`src/rtl/cpu_checker_pkg.sv`:
```
// Shared types and constants for the byte-serial trace-line checker.
// Holds the parser state encoding, ASCII delimiters, format codes and error bit positions.
package cpu_checker_pkg;

    typedef enum logic [3:0] {
        S_IDLE, S_CARET, S_TIME, S_PC, S_COLON, S_SP1, S_REG0, S_REG,
        S_ADDR, S_SP2, S_EQ, S_SP3, S_DATA, S_HASH, S_DONE
    } state_e;

    localparam logic [7:0] CH_CARET  = 8'h5E;
    localparam logic [7:0] CH_AT     = 8'h40;
    localparam logic [7:0] CH_COLON  = 8'h3A;
    localparam logic [7:0] CH_DOLLAR = 8'h24;
    localparam logic [7:0] CH_STAR   = 8'h2A;
    localparam logic [7:0] CH_LT     = 8'h3C;
    localparam logic [7:0] CH_EQ     = 8'h3D;
    localparam logic [7:0] CH_HASH   = 8'h23;
    localparam logic [7:0] CH_SPACE  = 8'h20;

    localparam logic [1:0] FMT_NONE = 2'b00;
    localparam logic [1:0] FMT_REG  = 2'b01;
    localparam logic [1:0] FMT_MEM  = 2'b10;

    localparam int ERR_TIME = 0;
    localparam int ERR_PC   = 1;
    localparam int ERR_ADDR = 2;
    localparam int ERR_GRF  = 3;

    // Window test written as an offset compare so a zero lower bound does not
    // collapse into a constant comparison; also flags non-word-aligned values.
    function automatic logic out_of_window(logic [31:0] v, logic [31:0] lo, logic [31:0] hi);
        return ((v - lo) > (hi - lo)) || (v[1:0] != 2'b00);
    endfunction

endpackage

```
`src/rtl/char_class.sv`:
```
// Combinational ASCII classifier: decimal digit, hex digit and the digit's nibble value.
module char_class (
    input  logic [7:0] char_i,
    output logic       is_dec_o,
    output logic       is_hex_o,
    output logic [3:0] nibble_o
);

    always_comb begin
        is_dec_o = 1'b0;
        is_hex_o = 1'b0;
        nibble_o = 4'h0;
        if (char_i >= 8'h30 && char_i <= 8'h39) begin
            is_dec_o = 1'b1;
            is_hex_o = 1'b1;
            nibble_o = char_i[3:0];
        end else if ((char_i >= 8'h61 && char_i <= 8'h66) ||
                     (char_i >= 8'h41 && char_i <= 8'h46)) begin
            // 'a'/'A' carry 1 in the low nibble, so +9 yields 10..15
            is_hex_o = 1'b1;
            nibble_o = 4'(char_i[3:0] + 4'd9);
        end
    end

endmodule

```
`src/rtl/cpu_checker_param.sv`:
```
// Byte-serial checker for register/memory write trace records with a saturating record counter.
// Parser FSM, accumulators, error evaluation and counter; outputs are fully registered.
module cpu_checker_param
    import cpu_checker_pkg::*;
#(
    parameter int          TIME_DIGITS = 4,
    parameter int          GRF_DIGITS  = 4,
    parameter int          NREG        = 32,
    parameter logic [31:0] PC_LO       = 32'h0000_3000,
    parameter logic [31:0] PC_HI       = 32'h0000_4FFF,
    parameter logic [31:0] ADDR_LO     = 32'h0000_0000,
    parameter logic [31:0] ADDR_HI     = 32'h0000_2FFF,
    parameter int          CNT_W       = 16
) (
    input  logic             clk,
    input  logic             reset,
    input  logic [7:0]       char,
    input  logic [15:0]      freq,
    output logic [1:0]       format_type,
    output logic [3:0]       error_code,
    output logic [CNT_W-1:0] record_cnt
);

    state_e           state_q, state_d;
    logic [31:0]      time_q, time_d;
    logic [31:0]      pc_q, pc_d;
    logic [31:0]      addr_q, addr_d;
    logic [13:0]      reg_q, reg_d;
    logic [3:0]       dcnt_q, dcnt_d;
    logic             mem_q, mem_d;
    logic [1:0]       fmt_q, fmt_d;
    logic [3:0]       err_q, err_d;
    logic [CNT_W-1:0] cnt_q, cnt_d;

    logic       is_dec, is_hex;
    logic [3:0] nib;
    logic [15:0] time_mask;
    logic        is_space;

    char_class u_cls (
        .char_i   (char),
        .is_dec_o (is_dec),
        .is_hex_o (is_hex),
        .nibble_o (nib)
    );

    assign time_mask = 16'(freq >> 1) - 16'd1;
    assign is_space  = (char == CH_SPACE);

    always_ff @(posedge clk or posedge reset) begin
        if (reset) begin
            state_q <= S_IDLE;
            time_q  <= '0;
            pc_q    <= '0;
            addr_q  <= '0;
            reg_q   <= '0;
            dcnt_q  <= '0;
            mem_q   <= 1'b0;
            fmt_q   <= FMT_NONE;
            err_q   <= '0;
            cnt_q   <= '0;
        end else begin
            state_q <= state_d;
            time_q  <= time_d;
            pc_q    <= pc_d;
            addr_q  <= addr_d;
            reg_q   <= reg_d;
            dcnt_q  <= dcnt_d;
            mem_q   <= mem_d;
            fmt_q   <= fmt_d;
            err_q   <= err_d;
            cnt_q   <= cnt_d;
        end
    end

    always_comb begin
        state_d = S_IDLE;
        time_d  = time_q;
        pc_d    = pc_q;
        addr_d  = addr_q;
        reg_d   = reg_q;
        dcnt_d  = dcnt_q;
        mem_d   = mem_q;
        fmt_d   = FMT_NONE;
        err_d   = '0;
        cnt_d   = cnt_q;

        if (char == CH_CARET) begin
            state_d = S_CARET;
            time_d  = '0;
            pc_d    = '0;
            addr_d  = '0;
            reg_d   = '0;
            dcnt_d  = '0;
            mem_d   = 1'b0;
        end else begin
            unique case (state_q)
                S_CARET: if (is_dec) begin
                    state_d = S_TIME;
                    time_d  = {28'd0, nib};
                    dcnt_d  = 4'd1;
                end
                S_TIME: if (is_dec && dcnt_q < 4'(TIME_DIGITS)) begin
                    state_d = S_TIME;
                    time_d  = 32'(time_q * 32'd10) + {28'd0, nib};
                    dcnt_d  = dcnt_q + 4'd1;
                end else if (char == CH_AT) begin
                    state_d = S_PC;
                    dcnt_d  = '0;
                end
                S_PC: if (is_hex) begin
                    pc_d    = {pc_q[27:0], nib};
                    dcnt_d  = dcnt_q + 4'd1;
                    state_d = (dcnt_q == 4'd7) ? S_COLON : S_PC;
                end
                S_COLON: if (char == CH_COLON) state_d = S_SP1;
                S_SP1: if (is_space) begin
                    state_d = S_SP1;
                end else if (char == CH_DOLLAR) begin
                    state_d = S_REG0;
                    mem_d   = 1'b0;
                end else if (char == CH_STAR) begin
                    state_d = S_ADDR;
                    mem_d   = 1'b1;
                    dcnt_d  = '0;
                end
                // Padding between '$' and the register number is tolerated
                S_REG0: if (is_space) begin
                    state_d = S_REG0;
                end else if (is_dec) begin
                    state_d = S_REG;
                    reg_d   = {10'd0, nib};
                    dcnt_d  = 4'd1;
                end
                S_REG: if (is_dec && dcnt_q < 4'(GRF_DIGITS)) begin
                    state_d = S_REG;
                    reg_d   = 14'(reg_q * 14'd10) + {10'd0, nib};
                    dcnt_d  = dcnt_q + 4'd1;
                end else if (is_space) begin
                    state_d = S_SP2;
                end else if (char == CH_LT) begin
                    state_d = S_EQ;
                end
                S_ADDR: if (is_hex && dcnt_q < 4'd8) begin
                    state_d = S_ADDR;
                    addr_d  = {addr_q[27:0], nib};
                    dcnt_d  = dcnt_q + 4'd1;
                end else if (dcnt_q == 4'd8 && is_space) begin
                    state_d = S_SP2;
                end else if (dcnt_q == 4'd8 && char == CH_LT) begin
                    state_d = S_EQ;
                end
                S_SP2: if (is_space) state_d = S_SP2;
                       else if (char == CH_LT) state_d = S_EQ;
                S_EQ: if (char == CH_EQ) state_d = S_SP3;
                S_SP3: if (is_space) begin
                    state_d = S_SP3;
                end else if (is_hex) begin
                    state_d = S_DATA;
                    dcnt_d  = 4'd1;
                end
                S_DATA: if (is_hex) begin
                    dcnt_d  = dcnt_q + 4'd1;
                    state_d = (dcnt_q == 4'd7) ? S_HASH : S_DATA;
                end
                S_HASH: if (char == CH_HASH) begin
                    state_d           = S_DONE;
                    fmt_d             = mem_q ? FMT_MEM : FMT_REG;
                    err_d[ERR_TIME]   = |(time_q[15:0] & time_mask);
                    err_d[ERR_PC]     = out_of_window(pc_q, PC_LO, PC_HI);
                    err_d[ERR_ADDR]   = mem_q && out_of_window(addr_q, ADDR_LO, ADDR_HI);
                    err_d[ERR_GRF]    = !mem_q && ({18'd0, reg_q} >= 32'(NREG));
                    if (cnt_q != {CNT_W{1'b1}}) cnt_d = cnt_q + 1'b1;
                end
                default: state_d = S_IDLE;
            endcase
        end
    end

    assign format_type = fmt_q;
    assign error_code  = err_q;
    assign record_cnt  = cnt_q;

endmodule

```
`config.mk`:
```
export PLATFORM = sky130hd
export DESIGN_NAME = cpu_checker_param
export DESIGN_NICKNAME = d
export VERILOG_FILES = /design/src/rtl/cpu_checker_pkg.sv /design/src/rtl/char_class.sv /design/src/rtl/cpu_checker_param.sv
export SDC_FILE = /design/constraint.sdc
export NUM_CORES = 1
export LEC_CHECK = 0
export ABC_AREA = 1
export CELL_PAD_IN_SITES_DETAIL_PLACEMENT = 0
export CELL_PAD_IN_SITES_GLOBAL_PLACEMENT = 1
export CORE_ASPECT_RATIO = 0.7
export CORE_MARGIN = 10
export CORE_UTILIZATION = 48
export DETAILED_ROUTE_END_ITERATION = 8
export PLACE_DENSITY_LB_ADDON = 0.1
export SLEW_MARGIN = 10
export SYNTH_ARGS = -nofsm -noshare
export SYNTH_HDL_FRONTEND = slang
export SYNTH_HIERARCHICAL = 1
export SYNTH_SLANG_ARGS = --single-unit
export TNS_END_PERCENT = 100
```
`constraint.sdc`:
```
create_clock -name clk -period 8.8 [get_ports clk]
set_input_delay 1.32 -clock clk [delete_from_list [all_inputs] [get_ports clk]]
set_output_delay 1.32 -clock clk [all_outputs]
set_load 0.02 [all_outputs]
```
## Word level (Yosys, flattened, before mapping)

Cells that the tools add are included.

| cells by class | value |
|---|---|
| $add $sub $neg | 7 |
| $mul | 2 |
| order comparisons | 11 |
| eq/ne operators | 39 |
| muxes and demuxes | 71 |
| bitwise logic cells | 2 |
| reduce and logical (&&, ||, !) cells | 33 |

Operators by type and width:

| cell | number |
|---|---|
| two-way mux 32 bit | 9 |
| two-way mux 4 bit | 33 |
| case mux 32 bit (2 select lines) | 1 |
| == test 8 x 6 -> 1 bit (second input constant) | 7 |
| two-way mux 14 bit | 4 |
| case mux 4 bit (13 select lines) | 1 |
| != test 3 bit (second input constant) | 11 |
| adder 32 x 4 -> 32 bit | 1 |
| greater-than comparator 32 x 13 -> 1 bit (second input constant) | 1 |
| greater-than comparator 32 x 14 -> 1 bit (second input constant) | 1 |
| multiplier 32 x 3 -> 31 bit (second input constant) | 1 |
| case mux 4 bit (8 select lines) | 1 |
| subtractor 32 x 14 -> 32 bit (second input constant) | 1 |
| == test 4 bit (second input constant) | 7 |
| case mux 14 bit (2 select lines) | 1 |
| == test 4 x 3 -> 1 bit (second input constant) | 5 |
| adder 16 x 1 -> 16 bit (second input constant) | 1 |
| bitwise AND 16 bit | 1 |
| == test 8 x 7 -> 1 bit (second input constant) | 2 |
| greater-or-equal comparator 8 x 7 -> 1 bit (second input constant) | 2 |
| less-or-equal comparator 8 x 7 -> 1 bit (second input constant) | 2 |
| != test 16 bit (second input constant) | 1 |
| OR reduction 16 bit | 1 |
| subtractor 15 x 1 -> 16 bit (second input constant) | 1 |
| other kinds (29) | 69 |

| storage, ports and cells | value |
|---|---|
| flip-flop bits (word level) | 141 |
| bits of input ports | 26 |
| output and inout port bits | 22 |
| logic and storage cells | 175 |

## Logic depth before layout (Yosys ltp)

Gate-level depths: netlist of run 1.

| logic depth | value |
|---|---|
| depth after elaboration | 9 |
| depth in mapped cells | 20 |
| gate-level depth less buffers | 20 |

## By module

The synthesis of run 1 kept the hierarchy.

By module, submodules not included:

| module | times used | cells an instance | area an instance (µm²) | sequential area each (µm²) |
|---|---|---|---|---|
| cpu_checker_param | 1 | 1227 | 8770.9 | 3128.0 |
| char_class | 1 | 36 | 200.2 | 0.0 |

## Worst setup path after synthesis of run 1

OpenSTA, ideal clock, no wires.

| path | value |
|---|---|
| path type | input -> register |
| start point | in char[1] |
| end point | reg time_q[15] |
| setup time | 0.117 ns |
| arrival time | 3.254 ns |
| required time | 8.683 ns |
| slack | 5.429 ns |
| cell stages on the path | 18 |
| path buffers | 0 |
| cells stage by stage | inv_1 ha_1 inv_1 nand4_1 nand2_1 nand2_1 ha_1 nand2_1 nand2_1 nand3_1 nor2_1 nand3_1 nor2_1 nand3_1 nor2_1 nand3_1 nand3_1 nand2_1 |

| on the way | value |
|---|---|
| cells in the longest elaborated chain, start to end | 9 |
| elaborated cells on any way between the ends | 24 |
| classes of those cells | add/sub: 2; order compare: 6; eq/ne: 3; mux: 6; reduce/logical: 7 |

Ends and longest elaborated chain:

| item | RTL line | source |
|---|---|---|
| from (decl) | cpu_checker_param.sv:17 | `input logic [7:0] char,` |
| greater-or-equal comparator 8 x 7 -> 1 bit, or another cell as far along | char_class.sv:17 | `end else if ((char_i >= 8'h61 && char_i <= 8'h66) \|\|` |
| logical AND 1 bit (on tied branches) | char_class.sv:17, char_class.sv:18 |  |
| logical OR 1 bit | char_class.sv:17 |  |
| two-way mux 4 bit | char_class.sv:17 |  |
| two-way mux 4 bit (*) | char_class.sv:13 | `if (char_i >= 8'h30 && char_i <= 8'h39) begin` |
| named net nib[3] | cpu_checker_param.sv:36 | `logic [3:0] nib;` |
| adder 32 x 4 -> 32 bit (*) | cpu_checker_param.sv:105 | `time_d = 32'(time_q * 32'd10) + {28'd0, nib};` |
| two-way mux 32 bit (*) | cpu_checker_param.sv:103 | `S_TIME: if (is_dec && dcnt_q < 4'(TIME_DIGITS)) begin` |
| case mux 32 bit (2 select lines) (*) | cpu_checker_param.sv:97 | `unique case (state_q)` |
| two-way mux 32 bit (*) | cpu_checker_param.sv:88 | `if (char == CH_CARET) begin` |
| to (signal assigned) | cpu_checker_param.sv:64 | `time_q <= time_d;` |
| to (decl) | cpu_checker_param.sv:25 | `logic [31:0] time_q, time_d;` |

Mark *: on every way through the listed nets, which the timed path passes. The rest lies on a longest branch. The select of a mux whose other input is x is not followed.
A chain may end at the register's enable or synchronous reset.

## Worst setup path in the final report of run 1

| path | value |
|---|---|
| start point | in char[0] |
| end point | reg addr_q[31] |

| on the way | value |
|---|---|
| cells in the longest elaborated chain, start to end | 8 |
| elaborated cells on any way between the ends | 18 |
| classes of those cells | order compare: 6; eq/ne: 1; mux: 3; reduce/logical: 8 |

Ends and longest elaborated chain:

| item | RTL line | source |
|---|---|---|
| greater-or-equal comparator 8 x 7 -> 1 bit, or another cell as far along | char_class.sv:17 |  |
| logical AND 1 bit (on tied branches) | char_class.sv:17, char_class.sv:18 |  |
| logical OR 1 bit | char_class.sv:17 |  |
| two-way mux 1 bit | char_class.sv:17 |  |
| two-way mux 1 bit (*) | char_class.sv:13 |  |
| named net is_hex | cpu_checker_param.sv:35 | `logic is_dec, is_hex;` |
| logical AND 1 bit (*) | cpu_checker_param.sv:144 | `S_ADDR: if (is_hex && dcnt_q < 4'd8) begin` |
| nonzero test 2 bit (no source line) (*) | n/a |  |
| AND reduction 2 bit (no source line) (*) | n/a |  |
| to (signal assigned) | cpu_checker_param.sv:66 | `addr_q <= addr_d;` |
| to (decl) | cpu_checker_param.sv:27 | `logic [31:0] addr_q, addr_d;` |

Mark *: on every way through the listed nets, which the timed path passes. The rest lies on a longest branch.

==> results by group, run 1 <==
Layout
  • Layout cell share with drive strength beyond 1: 6.354%
  • # diodes: 0
  • Area Overhead vs Synth: 13.75%
  • Storage cell area: 3128 µm²
  • Post-layout nets: 1,397
  • Area of the multi-input gates: 4965 µm²
  • Fillcell total: 1,761

Timing
  • Clock skew: 22.27 ps
  • # setup viols final: 0
  • Worst Tran Pin Value: 1037 ps
  • Setup TNS Final: 0 ps
  • Fmax: 0.2200 GHz
  • RSZ-0062 raised after global routing: false
  • Final worst path period need: 4545 ps
  • Fin. Hold Viols: 0
  • Rel. slew slack: 30.72%
  • Slew Limit Fails: 0
  • Final WS setup: 4255 ps
  • Period utilisation layout: 51.65%

Floorplan
  • Starting Density: 49.40%
  • Total die area: 24,650 µm²
  • Core Area: 18,160 µm²
  • Core Rows: 41
  • Chip height: 134.4 µm
  • Top-level I/O count: 48
  • Horiz. Die Dim: 183.4 µm

Synthesis
  • Largest area contributor in the netlist: dfrtp_1
  • XOR/XNOR share of the synthesized area: 3.124%
  • Simple-Gate Fraction of Synth Area: 32.30%
  • Adder-cell share of the synthesized area: 8.842%
  • Register area share after synthesis: 34.87%
  • Largest family of logic cells by synthesized area: simple AND/OR/NAND/NOR gates
  • Multiplexer area fraction after synthesis: 0%
  • Synth area leaders: dfrtp_1 (35%), nand2_1 (13%), inv_1 (8.0%)
  • Post-synth top cells: nand2_1 (314), inv_1 (192), dfrtp_1 (125)
  • Synth unique cells: 47
  • Share of the synthesized area in the top cell type: 34.87%
  • Syn Nets: 1,350
  • Synth Instances: 1,263
  • Compound-Gate Fraction of Synth Area: 11.07%
  • Avg Inst Size Synth: 7.103 µm²
  • Number of synthesized flops with an enable pin: 0
  • #FFs+latches synth: 125
  • Post-Syn Area: 8971 µm²
  • Asr flop ratio synth: 100.0%
  • Ys Warns: 6
  • Count leader, synth: nand2_1
  • Most used DFF post-synth: dfrtp_1

Worst setup path
  • Crit end category: flip-flop
  • Reg2reg path depth: 12
  • Crit-path cells: clkdlybuf4s50_1 > inv_1 > ha_1 > nand4_1 > nand2_1 > nand2_1 > inv_1 > nor2_1 > inv_1 > nor2_2 > buf_4 > inv_1 > nand2_1 > inv_2 > nand2_1 > o31ai_1
  • Worst path slowest cell: clkdlybuf4s50_1
  • Reg2reg setup slack: 5840 ps
  • R2R Path Start: time_q[1]$_DFFE_PP0P_
  • CP Max Fanout: 32
  • Slowest cell delay on critical path: 750 ps
  • CP startpoint kind: input port
  • WP data required: 9100 ps
  • Critical Path AT: 4850 ps
  • CP Class: in -> reg
  • R2R Path End: time_q[14]$_DFFE_PP0P_

CTS
  • Worst-skew pair later-pin latency: 440 ps
  • CTS tree: built
  • Clock-pin slew on the worst setup and hold paths: 60 ps
  • Clock sinks: 125
  • Clock Path Buffers: 2
  • Post-CTS Setup Bufs: 0
  • CTS Buf Count: 17
  • Cts hold-fix bufs: 0
  • H-tree depth: 4
  • Post-CTS sizing: 0
  • Clock Tree Root: clkbuf_16

Min path
  • Min-Delay Endpoint: format_type[0]$_DFF_PP0_
  • Hold path depth: 1
  • Worst hold path type: reg -> reg
  • Min-delay src: mem_q$_DFFE_PP0P_

Pwr
  • Leakage: 5.204 nW
  • Gate power share: 19.7%
  • Sw power: 540.1 µW
  • Net Sw Frac: 32.39%
  • Clock power share: 41.6%
  • Worst VDD drop: 112.3 µV
  • Seq pwr share: 38.6%
  • Cell-internal power: 1.128 mW
  • Pwr dens: 163.4 nW/µm²

GRT
  • Vias in the first global route: 7,467
  • Largest net degree at the start of global routing: 72
  • Tot GR Track Use: 18.58%
  • First-pass GRT wire length: 37,850 µm
  • Initial antenna violation count: 0
  • Gr ovfl total: 0

Job
  • Max-cap viol count: 0

Placement
  • Post-Place Setup Slack: 3911 ps
  • Port bufs: 46
  • HPWL Detailed: 17,180 µm
  • RePlAce Congestion: 0.9098

Status
  • Status: complete, no violations

Routing
  • DRT Wirelength: 22,580 µm
  • Starting DRC count in detailed routing: 820
  • Drt wl/cell: 14.49 µm
  • Vias after detailed routing: 8,202
  • Vias per std cell: 5.264
  • First-pass DRT Iterations: 5
  • ANT nets after route: 0
  • DRC: 0
[cells by family after synthesis]
family / Yosys count
AOI/OAI and AO/OA: 170
xor gates and xnor gates: 32
adders and majority gates: 61
buffers and inverters: 223
DFF: 125
and+or+nand+nor: 652
[layout by cell type, fill, tap and decap left out, types with 6 or more instances in the layout]
cell and count:
inv_1 191, nor2_2 10, nor4_1 12, nand3_1 112, clkdlybuf4s50_1 46, o21ai_0 67, nand2_1 314, ha_1 57
inv_2 10, clkbuf_16 17, inv_6 8, nand4_1 24, nor3_1 24, o22ai_1 34, o21ai_1 6, xnor2_1 10
xor2_1 22, nor2_1 123, dfrtp_1 125, nand3b_1 8, a21oi_1 32
[worst max-delay path: cells and delay by family]
family	cells	cell delay [ps]
buf+inv	7	1860
simple gates	7	1320
fa+ha+maj	1	240
compound gates	1	70
[routing by layer]
layer / part of all wire (%) / track usage (%) / routed length [µm] / vias up
met5: 0 / 0 / 0 / -
met4: 0.44 / 4.222 / 99 / 0
li1: - / - / - / 4227
met2: 39 / 24.24 / 8694 / 198
met1: 55 / 29.32 / 12450 / 3770
met3: 5.9 / 4.262 / 1329 / 7
[sequential cells by signal, indices dropped and copies added, names as in the netlist]
register,flops
addr_q,32
pc_q,32
record_cnt,16
time_q,16
reg_q,14
dcnt_q,4
error_code,4
state_q,4
format_type,2
mem_q,1
[layout make-up]
type,instances,share of cell area [%]
well taps,236,2.894
clock buffers,17,4.169
clock inverters,14,1.447
flip-flops and latches,125,30.65
repair buffers,49,4.733
inverters,202,7.455
multi-input cells,915,48.65
[worst max-delay path by stage]
stage               startpoint                      to  slack [ps]  cells past startpoint
global route           char[0]   addr_q[8]$_DFFE_PP0P_        3930                     16
detailed placement     char[0]  addr_q[31]$_DFFE_PP0P_        3910                     16
floorplan                reset   addr_q[0]$_DFFE_PP0P_        4150                      1
global placement       char[0]  addr_q[24]$_DFFE_PP0P_        3840                     16
finish                 char[0]  addr_q[31]$_DFFE_PP0P_        4250                     16
CTS                    char[0]  addr_q[31]$_DFFE_PP0P_        4330                     16
[per-stage QoR]
step           instance area [µm²]  std cells  utilization (%)  hold WS, ps  power (mW)
6_report                     10200       1558            56.19        488.2       1.668
5_1_grt                      10200       1558            56.19        489.1       1.765
4_1_cts                      10200       1558            56.19        483.3       1.678
3_5_place_dp                  9632       1527            53.04        469.9      0.9798
3_3_place_gp                  9632       1527            53.04        463.9      0.9763
2_1_floorplan                 8971       1263                -        426.4      0.8910
[power groups by stage]
| stage | Sequential (mW) | Combinational, mW | Clock [mW] |
|---|---|---|---|
| 2_1_floorplan | 0.645 | 0.246 | 0 |
| 3_3_place_gp | 0.654 | 0.323 | 0 |
| 3_5_place_dp | 0.654 | 0.326 | 0 |
| 4_1_cts | 0.644 | 0.329 | 0.706 |
| 5_1_grt | 0.649 | 0.384 | 0.732 |
| 6_report | 0.644 | 0.329 | 0.694 |
(Power assumes the default switching activity.)
==> run 2, diff against run 1 <==
- CORE_UTILIZATION: 48 -> 40
- clock period: 8.8 -> 3.9 ns (I/O delays scaled with it)
==> results by group, run 2 (synthesis gave the netlist of run 1 again) <==
Pwr
  • Gate power share: 19.3%
  • Cell-internal power: 2.722 mW
  • Net Sw Frac: 30.14%
  • Pwr dens: 375.4 nW/µm²
  • Leakage: 5.249 nW
  • Seq pwr share: 37.4%
  • Worst VDD drop: 293.3 µV
  • Clock power share: 43.3%
  • Sw power: 1.174 mW

Status
  • Status: complete, no violations

CTS
  • Clock sinks: 125
  • Post-CTS sizing: 0
  • CTS tree: built
  • Clock-pin slew on the worst setup and hold paths: 60 ps
  • Clock Path Buffers: 2
  • Clock Tree Root: clkbuf_16
  • Cts hold-fix bufs: 0
  • Worst-skew pair later-pin latency: 430 ps
  • Post-CTS Setup Bufs: 0
  • H-tree depth: 4
  • CTS Buf Count: 17

Worst setup path
  • CP Max Fanout: 5
  • CP startpoint kind: input port
  • R2R Path Start: time_q[1]$_DFFE_PP0P_
  • R2R Path End: time_q[14]$_DFFE_PP0P_
  • CP Class: in -> reg
  • Critical Path Stages: 19
  • Slowest cell delay on critical path: 480 ps
  • Reg2reg setup slack: 980 ps
  • Critical Path AT: 3520 ps
  • WP data required: 4230 ps
  • Reg2reg path depth: 15
  • Worst path slowest cell: clkdlybuf4s50_1
  • CP Buf/Inv Count: 3
  • Crit path to: time_q[15]$_DFFE_PP0P_
  • CP delay by family, top: simple AND/OR/NAND/NOR gates
  • Crit-path cells: clkdlybuf4s50_1 > inv_1 > ha_1 > inv_1 > nand4_1 > nand2_1 > nand2_1 > ha_1 > nand2_1 > nand2_1 > nand3_1 > nor2_1 > nand3_1 > nor2_1 > nand3_1 > nor2_1 > nand3_1 > nand3_1 > nand2_1
  • Worst setup path start: char[1]
  • Crit end category: flip-flop

Routing
  • First-pass DRT Iterations: 5
  • Vias after detailed routing: 8,130
  • DRT Wirelength: 23,570 µm
  • DRC: 0
  • Starting DRC count in detailed routing: 608
  • Drt wl/cell: 14.62 µm
  • ANT nets after route: 0
  • Vias per std cell: 5.043

Timing
  • Setup TNS Final: 0 ps
  • Clock skew: 13.17 ps
  • Fin. Hold Viols: 0
  • Worst Tran Pin Value: 897.8 ps
  • RSZ-0062 raised after global routing: false
  • Slew Limit Fails: 0
  • Rel. slew slack: 40.02%
  • # setup viols final: 0
  • Period utilisation layout: 81.79%
  • Final WS setup: 710.2 ps
  • Fmax: 0.3135 GHz
  • Final worst path period need: 3190 ps

Layout
  • Regs by FF count: addr_q (32), pc_q (32)
  • Fillcell total: 2,260
  • Most common cell after layout, fill and taps aside: nand2_1
  • Layout cell share with drive strength beyond 1: 6.767%
  • # diodes: 0
  • Area Overhead vs Synth: 15.69%
  • Final core occ: 47.51%
  • Post-layout nets: 1,404
  • Most frequent cells in the layout: nand2_1 (314), inv_1 (191), dfrtp_1 (125), nor2_1 (123), nand3_1 (112)

Floorplan
  • Total die area: 28,910 µm²
  • Core Area: 21,850 µm²
  • Top-level I/O count: 48
  • Starting Density: 41.07%
  • Core Rows: 45
  • Horiz. Die Dim: 199.0 µm
  • Chip height: 145.3 µm

Placement
  • HPWL Detailed: 18,220 µm
  • Post-Place Setup Slack: 294.1 ps
  • RePlAce Congestion: 0.9215
  • Port bufs: 46

GRT
  • Vias in the first global route: 7,429
  • First-pass GRT wire length: 38,810 µm
  • Largest net degree at the start of global routing: 69
  • Initial antenna violation count: 0
  • Tot GR Track Use: 16.39%
  • Gr ovfl total: 0

Job
  • Max-cap viol count: 0

Min path
  • Hold path depth: 1
  • Worst hold path type: reg -> reg
## run 2: worst min-delay path by stage
stage,startpoint,to,slack (ps)
2_1_floorplan,mem_q$_DFFE_PP0P_,format_type[0]$_DFF_PP0_,430
3_3_place_gp,addr_q[2]$_DFFE_PP0P_,addr_q[2]$_DFFE_PP0P_,470
6_report,mem_q$_DFFE_PP0P_,format_type[0]$_DFF_PP0_,470
5_1_grt,mem_q$_DFFE_PP0P_,format_type[0]$_DFF_PP0_,510
4_1_cts,mem_q$_DFFE_PP0P_,format_type[0]$_DFF_PP0_,480
3_5_place_dp,addr_q[2]$_DFFE_PP0P_,addr_q[2]$_DFFE_PP0P_,470
## run 2: worst register-to-register path, stage by stage (launching register included)
cell and delay, ps:
dfrtp_1 460, ha_1 320, ha_1 240, inv_1 80, fa_1 400, nand3b_1 210, nand2_1 160, nand2_1 90
nand2_1 90, nand2_1 50, nand2_1 140, inv_1 80, nor2_1 220, nand4_1 120, nand3_1 110, nand2_1 50
## run 2: power by group through the flow
| stage | sequential, mW | clock [mW] | combinational, mW |
|---|---|---|---|
| 2_1_floorplan | 1.45 | 0 | 0.556 |
| 3_3_place_gp | 1.48 | 0 | 0.747 |
| 3_5_place_dp | 1.48 | 0 | 0.747 |
| 4_1_cts | 1.46 | 1.72 | 0.752 |
| 5_1_grt | 1.47 | 1.79 | 0.869 |
| 6_report | 1.46 | 1.69 | 0.750 |
## run 2: cell type report
| class | instances | area (µm²) | share of cell area, % |
|---|---|---|---|
| Multi-Input combinational cell | 915 | 4965 | 47.84 |
| Inverter | 202 | 762.0 | 7.342 |
| Timing Repair Buffer | 56 | 548.0 | 5.280 |
| Tap cell | 282 | 352.8 | 3.400 |
| Clock buffer | 19 | 432.9 | 4.171 |
| Sequential cell | 125 | 3128 | 30.14 |
| Clock inverter | 13 | 190.2 | 1.832 |
## run 2: metal layers
layer	routed length (µm)	track usage, %	up-vias	share of wire (%)
met5	0	0	-	0
met4	143	3.043	0	0.61
met3	1104	3.691	15	4.7
met2	8829	20.53	141	37
met1	13490	26.87	3720	57
li1	-	-	4254	-
## run 2: metrics by stage
stage / power [mW] / cells / hold slack (ps) / cell area [µm²]
CTS: 3.926 / 1612 / 476.9 / 10380
global route: 4.125 / 1612 / 507.3 / 10380
detailed placement: 2.225 / 1580 / 465.3 / 9756
global placement: 2.225 / 1580 / 468.3 / 9756
finish: 3.896 / 1612 / 470.8 / 10380
floorplan: 2.011 / 1263 / 426.4 / 8975
==> variant (config.mk and constraints of run 2) <==
Set the parameter `CNT_W` to 18 (it was 16).
--- a/src/rtl/cpu_checker_param.sv
+++ b/src/rtl/cpu_checker_param.sv
@@ -11,5 +11,5 @@
     parameter logic [31:0] ADDR_LO     = 32'h0000_0000,
     parameter logic [31:0] ADDR_HI     = 32'h0000_2FFF,
-    parameter int          CNT_W       = 16
+    parameter int          CNT_W       = 18
 ) (
     input  logic             clk,
Ports: changed (resized record_cnt); port bits go from 48 to 50. The function was not compared with the original's and may differ.
==> variant against run 2 <==
Synthesized cell count shrank 2.6%; count of clock-buffer cells in the layout grew 1; critical path depth did not move; synthesized area decreased by 1.4%; routed wire length rose by 1.1%; total power fell by 3.4%; design area about the same; setup slack worse by 0.076 ns; sequential cell count is 2 higher.
==> variant: results (changes against run 2) <==
- Ys Warns: 6 (unchanged)
- Vias in the first global route: 7472 (+0.58%)
- Non-Filler Instances: 1588 (-1.5%)
- Top cells by area, synth: dfrtp_1 36%, nand2_1 14%, ha_1 8.1%
- Critical path's slowest cell: clkdlybuf4s50_1
- Worst Skew: 0.00719 ns (-0.00598 ns)
- Register area share after synthesis: 35.9% (+1.1 points)
- FF-to-FF path depth: 16 (+1)
- Top post-synthesis cells by count: 320 x nand2_1, 183 x inv_1, 127 x dfrtp_1
- HPWL after detailed placement: 18.3 mm (+0.66%)
- Leakage: 5.23 nW (-0.28%)
- VDD IR max: 0.313 mV (+6.8%)
- Tightest Hold Check Type: register to register
- Crit path largest cell delay: 0.51 ns (+0.03 ns)
- DRT iter0 DRCs: 592 (-2.6%)
- Primary FF master, synth: dfrtp_1
- Run status: finished, final reports clean
- DR pass1 iterations: 5 (unchanged)
- Root Buffer: clkbuf_16
- Total GRT Usage: 17.2% (+0.78 points)
- Reg clk slew, reported paths: 0.06 ns (about the same)
- Hold path cells: 2 (+1)
- Worst-Skew Late Latency: 0.42 ns
- Largest net degree at the start of global routing: 104 (+51%)
- Area Overhead vs Synth: 17.3%
- Diodes inserted: 0 (unchanged)
- RePlAce Congestion: 0.876 (-5.0%)
- H-tree depth: 4 (unchanged)
- Post_cts resized: 0 (unchanged)
- Layout cells sized above 1: 5.67% (-1.1 points)
- Mapped Avg Cell Area: 7.19 um^2 (+1.3%)
- CP Max Fanout: 5 (unchanged)
- WP data arrival: 3.58 ns (+0.06 ns)
- Sw Share: 27.0% (-3.1 points)
- Global-route wire length before repair: 39.3 mm (+1.3%)
- Post-synth cell types: 48 (+2.1%)
- Vias per Instance: 5.17 (+2.5%)
- Nets: 1380 (-1.7%)
- Least-Margin Pin Slew: 0.654 ns (-0.244 ns)
- Initial antenna violation count: 0 (unchanged)
- Post-CTS setup buffer count: 0 (unchanged)
- CTS Buf Count: 17 (unchanged)
- Post-synthesis net count: 1317 (-2.4%)
- Final WL: 23.8 mm (+1.1%)
- Asr flop ratio synth: 100% (unchanged)
- Port Buf Inserts: 48 (+4.3%)
- Max clock buf depth: 2 (unchanged)
[variant: cell types whose count changed after synthesis, moves of 5 or more]
cell     change
inv_1        -9
nand4_1      +6
nand2_1      +6
nor2_1      -16
nor2_2       -5
inv_2        -5
[variant: cells by family (layout without fill, tap and decap cells)]
logic type | count (synthesis) | after routing | share of synthesized area [%]
xor+xnor | 32 | 32 | 3.17
flops | 127 | 127 | 35.9
compound gates | 170 | 170 | 11.4
simple gates | 633 | 633 | 31.6
fa+ha+maj | 61 | 61 | 8.97
buf+inv | 207 | 283 | 8.98
[variant: power groups by stage]
stage / Clock [mW] / Combinational [mW] / Sequential (mW)
after floorplan: 0 / 0.400 / 1.45
after global placement: 0 / 0.545 / 1.47
after detailed placement: 0 / 0.550 / 1.47
after CTS: 1.80 / 0.553 / 1.45
after global routing: 1.86 / 0.643 / 1.46
final: 1.77 / 0.549 / 1.45
[variant: per-stage QoR]
step / hold WS [ns] / cell area (um^2) / worst slack (ns)
floorplan: 0.426 / 8850 / 1.23
global route: 0.511 / 10400 / 0.166
CTS: 0.484 / 10400 / 0.656
detailed placement: 0.469 / 9720 / 0.201
finish: 0.484 / 10400 / 0.634
global placement: 0.466 / 9720 / 0.239
[variant: critical path, delay by kind of cell]
kind | cells | cell delay [ns]
buf+inv | 2 | 0.61
fa+ha+maj | 2 | 0.59
simple gates | 15 | 1.79
[variant: layout make-up]
| type | instances | area (um^2) |
|---|---|---|
| Inverter | 188 | 709 |
| Multi-Input combinational cell | 896 | 4870 |
| Clock inverter | 12 | 206 |
| Tap cell | 282 | 353 |
| Sequential cell | 127 | 3180 |
| Clock buffer | 20 | 447 |
| Fill cell | 2193 | 11400 |
| Timing Repair Buffer | 63 | 606 |
[variant: final timing paths]
check	from	slack (ns)	to
worst max-delay path	char[0]	0.63	time_q[15]
worst min-delay path	addr_q[31]	0.48	addr_q[31]
worst max register to register	time_q[1]	0.97	time_q[15]
worst min register to register	addr_q[31]	0.48	addr_q[31]
max in group asynchronous	reset	2.40	dcnt_q[3]
min in group asynchronous	reset	0.57	pc_q[23]
[variant: metal layers]
metal	global-route usage (%)	part of all wire [%]	vias up
li1	-	-	4211
met1	26.5	54	3792
met2	23.1	39	189
met3	3.78	5.9	16
met4	3.99	0.88	0
met5	0	0	-
